$ cat src/rtl/nvdla_csb_cmd_sequencer_if.sv
// ---- nvdla_csb_cmd_sequencer_if : command, CSB and read-result channels | rev 1.0 ----
`default_nettype none

interface nvdla_csb_cmd_sequencer_if;
   logic        cmd_valid;
   logic        cmd_ready;
   logic [15:0] cmd_addr;
   logic [31:0] cmd_wdat;
   logic        cmd_write;
   logic        cmd_wait_intr;

   logic        csb_valid;
   logic        csb_ready;
   logic [15:0] csb_addr;
   logic [31:0] csb_wdat;
   logic        csb_write;
   logic        csb_nposted;
   logic        csb_rdata_valid;
   logic [31:0] csb_rdata;
   logic        csb_wr_complete;
   logic        intr;

   logic        rdata_valid;
   logic [31:0] rdata;
   logic        rdata_ready;

   // master = sequencer side, slave = command source / NVDLA / result sink
   modport master (
      input  cmd_valid, cmd_addr, cmd_wdat, cmd_write, cmd_wait_intr,
      output cmd_ready,
      output csb_valid, csb_addr, csb_wdat, csb_write, csb_nposted,
      input  csb_ready, csb_rdata_valid, csb_rdata, csb_wr_complete, intr,
      output rdata_valid, rdata,
      input  rdata_ready
   );

   modport slave (
      output cmd_valid, cmd_addr, cmd_wdat, cmd_write, cmd_wait_intr,
      input  cmd_ready,
      input  csb_valid, csb_addr, csb_wdat, csb_write, csb_nposted,
      output csb_ready, csb_rdata_valid, csb_rdata, csb_wr_complete, intr,
      input  rdata_valid, rdata,
      output rdata_ready
   );
endinterface

`default_nettype wire

$ cat src/rtl/nvdla_csb_cmd_sequencer.sv
// ---- nvdla_csb_cmd_sequencer : feeds a programmed command list into the NVDLA CSB | rev 1.0 ----
`default_nettype none

module nvdla_csb_cmd_sequencer #(
   parameter int CNT_W          = 16,
   parameter int TIMEOUT_W      = 20,
   parameter int TIMEOUT_CYCLES = 1000000
) (
   input  wire logic              clk_i,
   input  wire logic              rst_ni,
   input  wire logic              clear_i,
   input  wire logic              start_i,
   input  wire logic [CNT_W-1:0]  n_cmds_i,
   nvdla_csb_cmd_sequencer_if.master bus,
   output logic                   busy_o,
   output logic                   done_o,
   output logic                   timeout_o,
   output logic [CNT_W-1:0]       cmd_cnt_o
);

   typedef enum logic [2:0] {
      IDLE      = 3'd0,
      FETCH     = 3'd1,
      ISSUE     = 3'd2,
      WAIT_RESP = 3'd3,
      OUT       = 3'd4,
      WAIT_INTR = 3'd5,
      DONE      = 3'd6
   } state_t;

   localparam logic [TIMEOUT_W-1:0] WDOG_LAST = TIMEOUT_W'(TIMEOUT_CYCLES - 1);

   state_t               state, state_next;
   logic [CNT_W-1:0]     n_cmds, cmd_cnt, cnt_inc;
   logic [TIMEOUT_W-1:0] wdog;
   logic                 timeout, intr_seen;
   logic [15:0]          addr;
   logic [31:0]          wdat, rdata;
   logic                 write, wait_intr;

   logic start_run, take_cmd, load_rdata, finish, post, abort, arm_wdog, wdog_hit;

   assign cnt_inc  = cmd_cnt + CNT_W'(1);
   assign wdog_hit = (wdog == WDOG_LAST);

   always_ff @(posedge clk_i or negedge rst_ni) begin
      if (!rst_ni) state <= IDLE;
      else         state <= state_next;
   end

   always_comb begin
      state_next = state;
      start_run  = 1'b0;
      take_cmd   = 1'b0;
      load_rdata = 1'b0;
      finish     = 1'b0;
      post       = 1'b0;
      abort      = 1'b0;
      arm_wdog   = 1'b0;
      case (state)
         IDLE: if (start_i) begin
            start_run  = 1'b1;
            state_next = (n_cmds_i != '0) ? FETCH : DONE;
         end
         FETCH: if (bus.cmd_valid) begin
            take_cmd   = 1'b1;
            state_next = ISSUE;
         end
         ISSUE: if (bus.csb_ready) begin
            arm_wdog   = 1'b1;
            state_next = WAIT_RESP;
         end
         // a completion arriving on the limit cycle beats the watchdog
         WAIT_RESP: begin
            if (write ? bus.csb_wr_complete : bus.csb_rdata_valid) begin
               if (write) begin
                  finish = 1'b1;
               end else begin
                  load_rdata = 1'b1;
                  state_next = OUT;
               end
            end else if (wdog_hit) begin
               abort = 1'b1;
            end
         end
         OUT: if (bus.rdata_ready) finish = 1'b1;
         WAIT_INTR: begin
            if (bus.intr || intr_seen) post  = 1'b1;
            else if (wdog_hit)         abort = 1'b1;
         end
         DONE:    state_next = IDLE;
         default: state_next = IDLE;
      endcase
      if (finish) begin
         if (wait_intr) begin
            arm_wdog   = 1'b1;
            state_next = WAIT_INTR;
         end else begin
            post = 1'b1;
         end
      end
      if (post)    state_next = (cnt_inc == n_cmds) ? DONE : FETCH;
      if (abort)   state_next = DONE;
      if (clear_i) state_next = IDLE;
   end

   always_ff @(posedge clk_i or negedge rst_ni) begin
      if (!rst_ni) begin
         n_cmds    <= '0;
         cmd_cnt   <= '0;
         timeout   <= 1'b0;
         intr_seen <= 1'b0;
         wdog      <= '0;
         addr      <= '0;
         wdat      <= '0;
         write     <= 1'b0;
         wait_intr <= 1'b0;
         rdata     <= '0;
      end else if (clear_i) begin
         cmd_cnt   <= '0;
         timeout   <= 1'b0;
         intr_seen <= 1'b0;
      end else begin
         if (start_run) begin
            n_cmds  <= n_cmds_i;
            cmd_cnt <= '0;
            timeout <= 1'b0;
         end
         if (post)  cmd_cnt <= cnt_inc;
         if (abort) timeout <= 1'b1;
         if (take_cmd) begin
            addr      <= bus.cmd_addr;
            wdat      <= bus.cmd_wdat;
            write     <= bus.cmd_write;
            wait_intr <= bus.cmd_wait_intr;
         end
         if (load_rdata) rdata <= bus.csb_rdata;
         if (arm_wdog)
            wdog <= '0;
         else if (state == WAIT_RESP || state == WAIT_INTR)
            wdog <= wdog + TIMEOUT_W'(1);
         // an interrupt seen before WAIT_INTR is remembered so it cannot be missed
         if (start_run || (state == WAIT_INTR && state_next != WAIT_INTR))
            intr_seen <= 1'b0;
         else if (state != IDLE && bus.intr)
            intr_seen <= 1'b1;
      end
   end

   assign bus.cmd_ready   = (state == FETCH);
   assign bus.csb_valid   = (state == ISSUE);
   assign bus.csb_addr    = addr;
   assign bus.csb_wdat    = wdat;
   assign bus.csb_write   = write;
   assign bus.csb_nposted = 1'b1;
   assign bus.rdata_valid = (state == OUT);
   assign bus.rdata       = rdata;

   assign busy_o    = (state != IDLE);
   assign done_o    = (state == DONE);
   assign timeout_o = timeout;
   assign cmd_cnt_o = cmd_cnt;

endmodule

`default_nettype wire

$ cat src/flat_wrapper.sv
// flat-port wrapper written by rule: the top's interface ports become plain ports
module nvdla_csb_cmd_sequencer_flat 
#(
   parameter int CNT_W          = 16,
   parameter int TIMEOUT_W      = 20,
   parameter int TIMEOUT_CYCLES = 1000000
)
  (clk_i, rst_ni, clear_i, start_i, n_cmds_i, busy_o, done_o, timeout_o, cmd_cnt_o, bus_cmd_valid, bus_cmd_addr, bus_cmd_wdat, bus_cmd_write, bus_cmd_wait_intr, bus_cmd_ready, bus_csb_valid, bus_csb_addr, bus_csb_wdat, bus_csb_write, bus_csb_nposted, bus_csb_ready, bus_csb_rdata_valid, bus_csb_rdata, bus_csb_wr_complete, bus_intr, bus_rdata_valid, bus_rdata, bus_rdata_ready);
  nvdla_csb_cmd_sequencer_if bus_i ();
  input  wire logic clk_i;
  input  wire logic rst_ni;
  input  wire logic clear_i;
  input  wire logic start_i;
  input  wire logic [CNT_W-1:0] n_cmds_i;
  output logic busy_o;
  output logic done_o;
  output logic timeout_o;
  output logic [CNT_W-1:0] cmd_cnt_o;
  input wire logic [$bits(bus_i.cmd_valid)-1:0] bus_cmd_valid;
  input wire logic [$bits(bus_i.cmd_addr)-1:0] bus_cmd_addr;
  input wire logic [$bits(bus_i.cmd_wdat)-1:0] bus_cmd_wdat;
  input wire logic [$bits(bus_i.cmd_write)-1:0] bus_cmd_write;
  input wire logic [$bits(bus_i.cmd_wait_intr)-1:0] bus_cmd_wait_intr;
  output wire logic [$bits(bus_i.cmd_ready)-1:0] bus_cmd_ready;
  output wire logic [$bits(bus_i.csb_valid)-1:0] bus_csb_valid;
  output wire logic [$bits(bus_i.csb_addr)-1:0] bus_csb_addr;
  output wire logic [$bits(bus_i.csb_wdat)-1:0] bus_csb_wdat;
  output wire logic [$bits(bus_i.csb_write)-1:0] bus_csb_write;
  output wire logic [$bits(bus_i.csb_nposted)-1:0] bus_csb_nposted;
  input wire logic [$bits(bus_i.csb_ready)-1:0] bus_csb_ready;
  input wire logic [$bits(bus_i.csb_rdata_valid)-1:0] bus_csb_rdata_valid;
  input wire logic [$bits(bus_i.csb_rdata)-1:0] bus_csb_rdata;
  input wire logic [$bits(bus_i.csb_wr_complete)-1:0] bus_csb_wr_complete;
  input wire logic [$bits(bus_i.intr)-1:0] bus_intr;
  output wire logic [$bits(bus_i.rdata_valid)-1:0] bus_rdata_valid;
  output wire logic [$bits(bus_i.rdata)-1:0] bus_rdata;
  input wire logic [$bits(bus_i.rdata_ready)-1:0] bus_rdata_ready;
  assign bus_i.cmd_valid = bus_cmd_valid;
  assign bus_i.cmd_addr = bus_cmd_addr;
  assign bus_i.cmd_wdat = bus_cmd_wdat;
  assign bus_i.cmd_write = bus_cmd_write;
  assign bus_i.cmd_wait_intr = bus_cmd_wait_intr;
  assign bus_cmd_ready = bus_i.cmd_ready;
  assign bus_csb_valid = bus_i.csb_valid;
  assign bus_csb_addr = bus_i.csb_addr;
  assign bus_csb_wdat = bus_i.csb_wdat;
  assign bus_csb_write = bus_i.csb_write;
  assign bus_csb_nposted = bus_i.csb_nposted;
  assign bus_i.csb_ready = bus_csb_ready;
  assign bus_i.csb_rdata_valid = bus_csb_rdata_valid;
  assign bus_i.csb_rdata = bus_csb_rdata;
  assign bus_i.csb_wr_complete = bus_csb_wr_complete;
  assign bus_i.intr = bus_intr;
  assign bus_rdata_valid = bus_i.rdata_valid;
  assign bus_rdata = bus_i.rdata;
  assign bus_i.rdata_ready = bus_rdata_ready;
  nvdla_csb_cmd_sequencer #(.CNT_W(CNT_W), .TIMEOUT_W(TIMEOUT_W), .TIMEOUT_CYCLES(TIMEOUT_CYCLES)) u_core (.clk_i(clk_i), .rst_ni(rst_ni), .clear_i(clear_i), .start_i(start_i), .n_cmds_i(n_cmds_i), .bus(bus_i), .busy_o(busy_o), .done_o(done_o), .timeout_o(timeout_o), .cmd_cnt_o(cmd_cnt_o));
endmodule
$ cat config.mk
export PLATFORM = sky130hd
export DESIGN_NAME = nvdla_csb_cmd_sequencer_flat
export DESIGN_NICKNAME = d
export VERILOG_FILES = /design/src/rtl/nvdla_csb_cmd_sequencer_if.sv /design/src/rtl/nvdla_csb_cmd_sequencer.sv /design/src/flat_wrapper.sv
export SDC_FILE = /design/constraint.sdc
export NUM_CORES = 1
export LEC_CHECK = 0
export CELL_PAD_IN_SITES_DETAIL_PLACEMENT = 1
export CELL_PAD_IN_SITES_GLOBAL_PLACEMENT = 2
export CORE_MARGIN = 3
export CORE_UTILIZATION = 30
export DETAILED_ROUTE_END_ITERATION = 10
export PLACE_DENSITY = 0.78
export SLEW_MARGIN = 10
export SYNTH_ARGS = -nofsm -noshare
export SYNTH_HDL_FRONTEND = slang
export SYNTH_SLANG_ARGS = --single-unit
export TNS_END_PERCENT = 30
$ cat constraint.sdc
create_clock -name clk_i -period 3.06 [get_ports clk_i]
set_clock_uncertainty 0.1 [all_clocks]
set_input_delay 0.612 -clock clk_i [delete_from_list [all_inputs] [get_ports clk_i]]
set_output_delay 0.612 -clock clk_i [all_outputs]
set_load 0.03 [all_outputs]
* Yosys cells after proc, flatten, opt, wreduce, memory -nomap -nowiden *
Index checks and enable logic that the tools add are counted.
Widths: inputs -> output; s select.

word-level totals
  register bits = 139
  bits in latches = 0
  RAM bits = 0
  bits in read-only memories = 0
  input bits = 108
  output and inout bits = 104
  logic and storage cells = 88
  memories = 0

cells by class
  add/sub/neg operators = 2
  multipliers = 0
  div/mod/pow operators = 0
  magnitude comparators = 0
  equality and inequality tests = 9
  shift-type cells = 0
  mux-type cells = 48
  bitwise gates (word level) = 1
  reductions and logical operators = 17

operators with widths
  kind                   count
  $mux 16                3
  $mux 20                2
  $mux 3                 12
  $mux 1                 28
  $add 20x1->20 const B  1
  $eq 20x20->1 const B   1
  $add 16x1->16 const B  1
  $eq 16x16->1           1
  $reduce_bool 16->1     1
  $pmux 3 s5             1
  $reduce_bool 3->1      4
  $eq 3x3->1 const B     3
  $reduce_and 2->1       4
  $eq 3x2->1 const B     2
  $pmux 1 s2             2
  $eq 3x1->1 const B     1
  $logic_not 3->1        1
  $logic_or 1x1->1       3
  $ne 3x3->1 const B     1
  $logic_and 1x1->1      2
  $reduce_bool 2->1      1
  $reduce_or 2->1        1
  $not 1->1              1

* Logic depth before layout (Yosys ltp) *
Gate-level depths: netlist (run 1).

  word-level depth = 14
  mapped depth = 9

* Worst setup path before layout (run 1) *
No wires, ideal clock.

  kind = register to register
  from = register u_core.state[0]
  to = register u_core.wdog[10]
  setup time = 0.121 ns
  arrival time = 2.339 ns
  data required time = 2.839 ns
  slack = 0.499 ns
  stages on the path, launching flop included = 8
  path through = dfrtp_1 -> buf_6 -> nor3b_1 -> and2_1 -> a31oi_1 -> nor2_1 -> buf_2 -> nor2_1

between the ends
  longest elaborated chain between the ends = 6
  elaborated cells on any way between the ends = 12

ends and longest elaborated chain
  what                                RTL line                        text
  start: declaration                  nvdla_csb_cmd_sequencer.sv:33   state_t state, state_next;
  start signal: assignment            nvdla_csb_cmd_sequencer.sv:48   else state <= state_next;
  $eq 3x2->1 (*)                      n/a
  via bus_csb_valid                   flat_wrapper.sv:25              output wire logic [$bits(bus_i.csb_valid)-1:0] bus_csb_valid;
  $mux 1 (*)                          nvdla_csb_cmd_sequencer.sv:60   case (state)
  $mux 1                              nvdla_csb_cmd_sequencer.sv:95   if (wait_intr) begin
  $mux 1 (*)                          nvdla_csb_cmd_sequencer.sv:94   if (finish) begin
  $reduce_bool 2->1 (no source line)  n/a
  $reduce_and 2->1 (no source line)   n/a
  end signal: assignment              nvdla_csb_cmd_sequencer.sv:141  wdog <= wdog + TIMEOUT_W'(1);
  end: declaration                    nvdla_csb_cmd_sequencer.sv:35   logic [TIMEOUT_W-1:0] wdog;

Mark *: on every way through the listed nets, which the timed path passes. The rest lies on a longest branch.
A chain may end at the register's enable or synchronous reset.

* Final worst setup path (run 1) *
  from = register u_core.cmd_cnt[10] (netlist: u_core.cmd_cnt_o[10])
  to = register u_core.state[0]

between the ends
  longest elaborated chain between the ends = 6

ends and longest elaborated chain
  what                      RTL line                        text
  start: declaration        nvdla_csb_cmd_sequencer.sv:34   logic [CNT_W-1:0] n_cmds, cmd_cnt, cnt_inc;
  start signal: assignment  nvdla_csb_cmd_sequencer.sv:129  if (post) cmd_cnt <= cnt_inc;
  $add 16x1->16             nvdla_csb_cmd_sequencer.sv:43   assign cnt_inc = cmd_cnt + CNT_W'(1);
  $eq 16x16->1              nvdla_csb_cmd_sequencer.sv:102  if (post) state_next = (cnt_inc == n_cmds) ? DONE : FETCH;
  $mux 3 (2 in series)      nvdla_csb_cmd_sequencer.sv:102
  $mux 3                    nvdla_csb_cmd_sequencer.sv:103  if (abort) state_next = DONE;
  $mux 3                    nvdla_csb_cmd_sequencer.sv:104  if (clear_i) state_next = IDLE;
  via u_core.state_next[0]  nvdla_csb_cmd_sequencer.sv:33

The timed path passes the listed nets, and every way through them passes these cells.

==> flow_summary.yaml, run 1 <==
floorplan:
  die_area_um2: 24200
  rows: 54
  fp.dieH_um: 156
  io_pins: 212
  core-area_um2: 21900
  die_w_um: 156
  start_util: 0.306
sta:
  period_share: 0.941
  setup-tns-final_ns: 0
  hold_viol_final: 0
  finalSetupViolCount: 0
  max_freq_ghz: 0.347
  layout_min_cycle_time_ns: 2.88
  rsz0062_at_grt: "false"
  relSlewSlack: 0.312
  finalMaxSlewViolations: 0
  worst_pin_slew_ns: 1.03
power_and_ir_drop:
  powerDensity_nw_per_um2: 705
  total_power_w: 0.00691
  leakagePower_nw: 3.98
  peakVddDrop_uv: 392
detailed_routing:
  postRouteAntennaNets: 0
  dr.pass1.iters: 4
  wire_per_inst_um: 19.6
  viasPerCell: 4.96
  drt_iter0_drc: 214
  vias: 5347
  drcViolationCount: 0
  drt_wl_total_um: 21100
synth:
  syn_avg_cell_area_um2: 11.9
  synth_enable_flop_cells: 0
  ys_ff_latch: 139
  netlist_instances: 565
  synth_most_common_cell: "dfrtp_1"
  ys.flop_type: "dfrtp_1"
  synth_seq_area_share: 0.518
  synth_warnings: 0
  synth_cell_types: 70
  synth_top_area_share: 0.518
  netlist_area_um2: 6710
  synth_top_cell_by_area: "dfrtp_1"
  ys_top_cells_by_area: "dfrtp_1 52%, mux2_2 16%, xnor2_1 3.8%, nor2_1 1.9%, nand2_1 1.6%"
  synth_common_cells: "139 x dfrtp_1, 98 x mux2_2, 34 x nor2_1"
  synth_fp_nets: 675
  async_flop_share: 1.00
critical_path:
  worstPathArrival_ns: 3.04
  crit_fanout: 9
  ff2ff_setup_slack_ns: 0.18
  cp-start-kind: "flip-flop"
  cp_data_required_time_ns: 3.22
  setup.worst_path.class: "reg -> reg"
  end_kind: "flip-flop"
placement:
  portBuffers: 210
  gp_congestion: 0.822
  dp_cells: 1045
  dp_hpwl_um: 15900
final_layout:
  final_cells: 1077
  utilization: 0.447
  n_antenna_cell: 0
  syn2layout_area_growth_pct: 46.0
  layout-drive-gt1-share: 0.218
  final_nets: 894
global_routing:
  track_usage: 0.177
  gr-usage-met1: 0.215
  grt_pass1_wl_um: 34100
  gr-total-overflow: 0
  grt_antenna_before_repair: 1
  grt_util_met3: 0.0583
  use_met2: 0.302
  grt_max_degree: 60
  grt_pass1_vias: 6024
  grt.busiest_layer: "met2"
clock_network:
  clk_latency_ns: 0.41
  clock-sinks: 139
  clk_pin_slew_worst_paths_ns: 0.06
  hold_buffers: 0
  cts_tree: "built"
  cts_made_buffers: 17
  cts_buffer_depth: 2
  cts_root_buf: "clkbuf_16"
  htreeDepth: 4
job:
  max_cap_viol_count: 0
worst_hold_path:
  worstHoldPathType: "in -> async"
run_status:
  status: "finished, final reports clean"
layout by cell type (no fill, tap or decap), drive strengths merged, types with 6 or more instances in the layout:
cell type	instances
inv	14
nor4	17
nor4b	9
dfrtp	139
or3	6
nand2	29
mux2	99
clkbuf	18
clkdlybuf4s50	208
nor2	34
nand3	11
xor2	7
nor3	18
nand2b	8
a21oi	15
xnor2	29
buf	24
nand4	14
o21ai	25
what timing repair did:
item	CTS	global route
hold endpoints to repair	0	0
setup buffers	0	0
endpoints found under the setup margin	0	2
resized for setup	0	2
final timing paths:
check | cells past startpoint | end | from
max in group asynchronous | 2 | u_core.wdog[7]$_DFFE_PN0P_ | rst_ni
setup / recovery | 6 | u_core.state[0]$_DFF_PN0_ | u_core.cmd_cnt_o[10]$_DFFE_PN0P_
hold / removal | 1 | u_core.bus.csb_addr[8]$_DFFE_PN0P_ | rst_ni
min in group clk_i | 1 | u_core.bus.csb_addr[2]$_DFFE_PN0P_ | u_core.bus.csb_addr[2]$_DFFE_PN0P_
hold reg to reg | 1 | u_core.bus.csb_addr[2]$_DFFE_PN0P_ | u_core.bus.csb_addr[2]$_DFFE_PN0P_
setup reg to reg | 6 | u_core.state[0]$_DFF_PN0_ | u_core.cmd_cnt_o[10]$_DFFE_PN0P_
kinds of logic (layout without fill, tap and decap cells):
logic type      Yosys count  count (layout)  share of synthesized area
simple gates            177             177                      0.160
flops                   139             139                      0.518
mux                      99              99                      0.166
compound gates           72              72                     0.0755
buf+inv                  39             271                     0.0285
xor+xnor                 36              36                     0.0470
fa+ha+maj                 2               2                    0.00373
other cells               1               1                   0.000559
per-layer routing:
metal | up-vias | part of all wire
met5 | - | 0
met4 | 0 | 0.018
met3 | 25 | 0.063
met2 | 145 | 0.51
met1 | 2698 | 0.41
li1 | 2479 | -
through the flow:
step | worst slack, ns | hold slack [ns] | cell area, um^2
finish | 0.180 | 0.0608 | 9800
global route | 0.0162 | 0.0872 | 9800
CTS | 0.107 | 0.0905 | 9790
detailed placement | 0.0807 | 0.386 | 9200
global placement | 0.149 | 0.375 | 9200
floorplan | 0.499 | 0.216 | 6710
power breakdown:
| group | internal [W] | total [W] | switching, W |
|---|---|---|---|
| Sequential | 0.00226 | 0.00254 | 0.000285 |
| Combinational | 0.00108 | 0.00228 | 0.00120 |
| Clock | 0.00122 | 0.00208 | 0.000860 |
| Total | 0.00456 | 0.00691 | 0.00235 |
critical path: stages (launching register included):
cell and delay [ns]:
dfrtp_1 0.53, nand4_1 0.39, nor4_4 0.46, mux2_2 0.38
nor4_1 0.35, nand4_1 0.28, nor4b_1 0.23
flip-flops by register name, indices dropped and copies added (netlist names), 3 cells and up:
name,count
u_core.n_cmds,16
u_core.bus.csb_addr,16
u_core.bus.csb_wdat,32
u_core.state,3
u_core.cmd_cnt_o,16
u_core.bus.rdata,32
u_core.wdog,20
layout make-up:
type                            count  area (um^2)
Clock inverter                     14          161
Timing Repair Buffer              232         2300
Inverter                            7         26.3
Fill cell                        2351        12100
Sequential cell                   139         3480
Tap cell                          280          350
Multi-Input combinational cell    387         3050
Clock buffer                       18          429
Power figures use the tool's default switching activity.
==> run 2: changes to the inputs <==
--- a/config.mk
+++ b/config.mk
@@ -9,6 +9,7 @@
 export CELL_PAD_IN_SITES_GLOBAL_PLACEMENT = 2
 export CORE_MARGIN = 3
 export CORE_UTILIZATION = 30
+export CTS_CLUSTER_SIZE = 10
 export DETAILED_ROUTE_END_ITERATION = 10
 export PLACE_DENSITY = 0.78
 export SLEW_MARGIN = 10
==> results of run 2 <==
Same layout as run 1: the final DEF is identical, and so are final timing and power.
==> run 3: changes to the inputs <==
--- a/config.mk
+++ b/config.mk
@@ -11,7 +11,9 @@
 export CORE_UTILIZATION = 30
 export CTS_CLUSTER_SIZE = 10
 export DETAILED_ROUTE_END_ITERATION = 10
+export GPL_TIMING_DRIVEN = 0
 export PLACE_DENSITY = 0.78
+export SETUP_SLACK_MARGIN = 0.15
 export SLEW_MARGIN = 10
 export SYNTH_ARGS = -nofsm -noshare
 export SYNTH_HDL_FRONTEND = slang
==> flow_summary.yaml, run 3 (synthesis results as in run 1) <==
run_status:
  status: "finished, final reports clean"
power_and_ir_drop:
  powerDensity_nw_per_um2: 711
  p_sw_w: 0.00246
  p_sw_frac: 0.352
  p_seq_frac: 0.363
  leakagePower_nw: 4.02
  peakVddDrop_uv: 445
  p_int_w: 0.00453
  clkPwrFrac: 0.309
  combPwrFrac: 0.328
detailed_routing:
  dr_wl_met3_um: 1560
  vias: 5424
  drcViolationCount: 0
  dr.pass1.iters: 4
  top_layer: "met4"
  drt_iter0_drc: 163
  viasPerCell: 4.99
  postRouteAntennaNets: 0
  wire_per_inst_um: 19.4
  wl_met2_um: 10800
  drt_wl_total_um: 21100
  wl_met1_um: 8360
clock_network:
  hold_buffers: 0
  clock-sinks: 139
  cts_root_buf: "clkbuf_16"
  cts_made_buffers: 17
  htreeDepth: 4
  clk_latency_ns: 0.43
  cts_buffer_depth: 2
  clk_pin_slew_worst_paths_ns: 0.07
  cts_tree: "built"
floorplan:
  core-area_um2: 21900
  die_w_um: 156
  rows: 54
  die_area_um2: 24200
  fp.dieH_um: 156
  start_util: 0.306
  io_pins: 212
placement:
  gp_congestion: 0.774
  pre_cts_slack_ns: 0.0439
  portBuffers: 209
  dp_hpwl_um: 16100
  dp_cells: 1055
sta:
  layout_min_cycle_time_ns: 2.81
  finalSetupViolCount: 0
  period_share: 0.917
  hold_viol_final: 0
  max_freq_ghz: 0.356
  relSlewSlack: 0.225
  fin_hold_ws_ns: 0.0547
  finalMaxSlewViolations: 0
  worst_pin_slew_ns: 1.15
  rsz0062_at_grt: "true"
  fin_ws_ns: 0.254
final_layout:
  seq_area_um2: 3480
  final_cell_mix: "208 x clkdlybuf4s50_1, 139 x dfrtp_1, 98 x mux2_2, 34 x nor2_1"
  multiInputGateArea_um2: 3060
  fill_cells: 2375
  final_cells: 1088
  syn2layout_area_growth_pct: 46.5
  final_nets: 905
  mostFrequentLayoutCell: "clkdlybuf4s50_1"
  n_antenna_cell: 0
  layout-drive-gt1-share: 0.213
global_routing:
  grt_pass1_vias: 6060
  gr-total-overflow: 0
  grt_antenna_before_repair: 0
  track_usage: 0.175
  grt_max_degree: 78
  grt_pass1_wl_um: 33400
critical_path:
  r2r-start: "u_core.cmd_cnt_o[6]$_DFFE_PN0P_"
  path_cells: "buf_6 -> nor3b_1 -> clkdlybuf4s50_1"
  cp_data_required_time_ns: 2.35
  worstPathArrival_ns: 2.09
  cp-start-kind: "flip-flop"
  rr_worst_depth: 6
  cp_slowest_cell: "clkdlybuf4s50_1"
  crit_family: "buffers and inverters"
  end_kind: "output port"
  ff2ff_setup_slack_ns: 0.34
  setup.worst_path.class: "reg -> out"
  cp.buffers_inverters: 2
  timing.rr.end: "u_core.state[0]$_DFF_PN0_"
  max_stage_delay_ns: 0.81
  crit_fanout: 10
job:
  max_cap_viol_count: 0
worst_hold_path:
  worstHoldPathType: "in -> async"
## run 3: timing repair
action                     CTS  global route
setup buffers                0             1
setup endpoints to repair    0             4
resized for setup            0             3
## run 3: worst max-delay path by stage
| stage | startpoint | endpoint | cells past startpoint |
|---|---|---|---|
| after global routing | u_core.state[0]$_DFF_PN0_ | bus_cmd_ready | 3 |
| final | u_core.state[0]$_DFF_PN0_ | bus_cmd_ready | 3 |
| after floorplan | u_core.state[0]$_DFF_PN0_ | u_core.wdog[10]$_DFFE_PN0P_ | 7 |
| after CTS | u_core.state[0]$_DFF_PN0_ | bus_cmd_ready | 3 |
| after detailed placement | bus_intr | u_core.cmd_cnt_o[10]$_DFFE_PN0P_ | 6 |
| after global placement | rst_ni | u_core.wdog[13]$_DFFE_PN0P_ | 1 |
## run 3: routing by layer
metal,global-route usage,up-vias
li1,-,2509
met1,0.202,2732
met2,0.307,156
met3,0.0574,27
met4,0.0571,0
met5,0,-
## run 3: worst reg2reg max path: stages (launching register included)
cell and delay (ns):
dfrtp_1 0.54, nand3_2 0.30, nor4_4 0.41, mux2_2 0.38, nor4_1 0.31, nand4_1 0.29
nor4b_1 0.24
## run 3: layout make-up
class                      instances  share of cell area
timing repair buffer             211               0.217
inverter                           7             0.00267
clock inverter                    15              0.0197
tap                              280              0.0357
clock buffer                      17              0.0433
multi-input combinational        387               0.311
sequential                       139               0.354
buffer                            32              0.0168
## run 3: power groups by stage
stage / registers (W) / clock network [W] / logic (W)
after global placement: 0.00254 / 0 / 0.00227
after floorplan: 0.00318 / 0 / 0.000586
final: 0.00254 / 0.00215 / 0.00229
after global routing: 0.00260 / 0.00230 / 0.00242
after detailed placement: 0.00257 / 0 / 0.00231
after CTS: 0.00254 / 0.00220 / 0.00232
## run 3: per-stage QoR
step,utilization,area [um^2],TNS (ns),total power (W)
after floorplan,-,6710,0,0.00376
after CTS,0.448,9800,0,0.00707
final,0.449,9830,0,0.00698
after detailed placement,0.419,9180,0,0.00488
after global routing,0.449,9830,0,0.00732
after global placement,0.418,9150,-602.48,0.00481
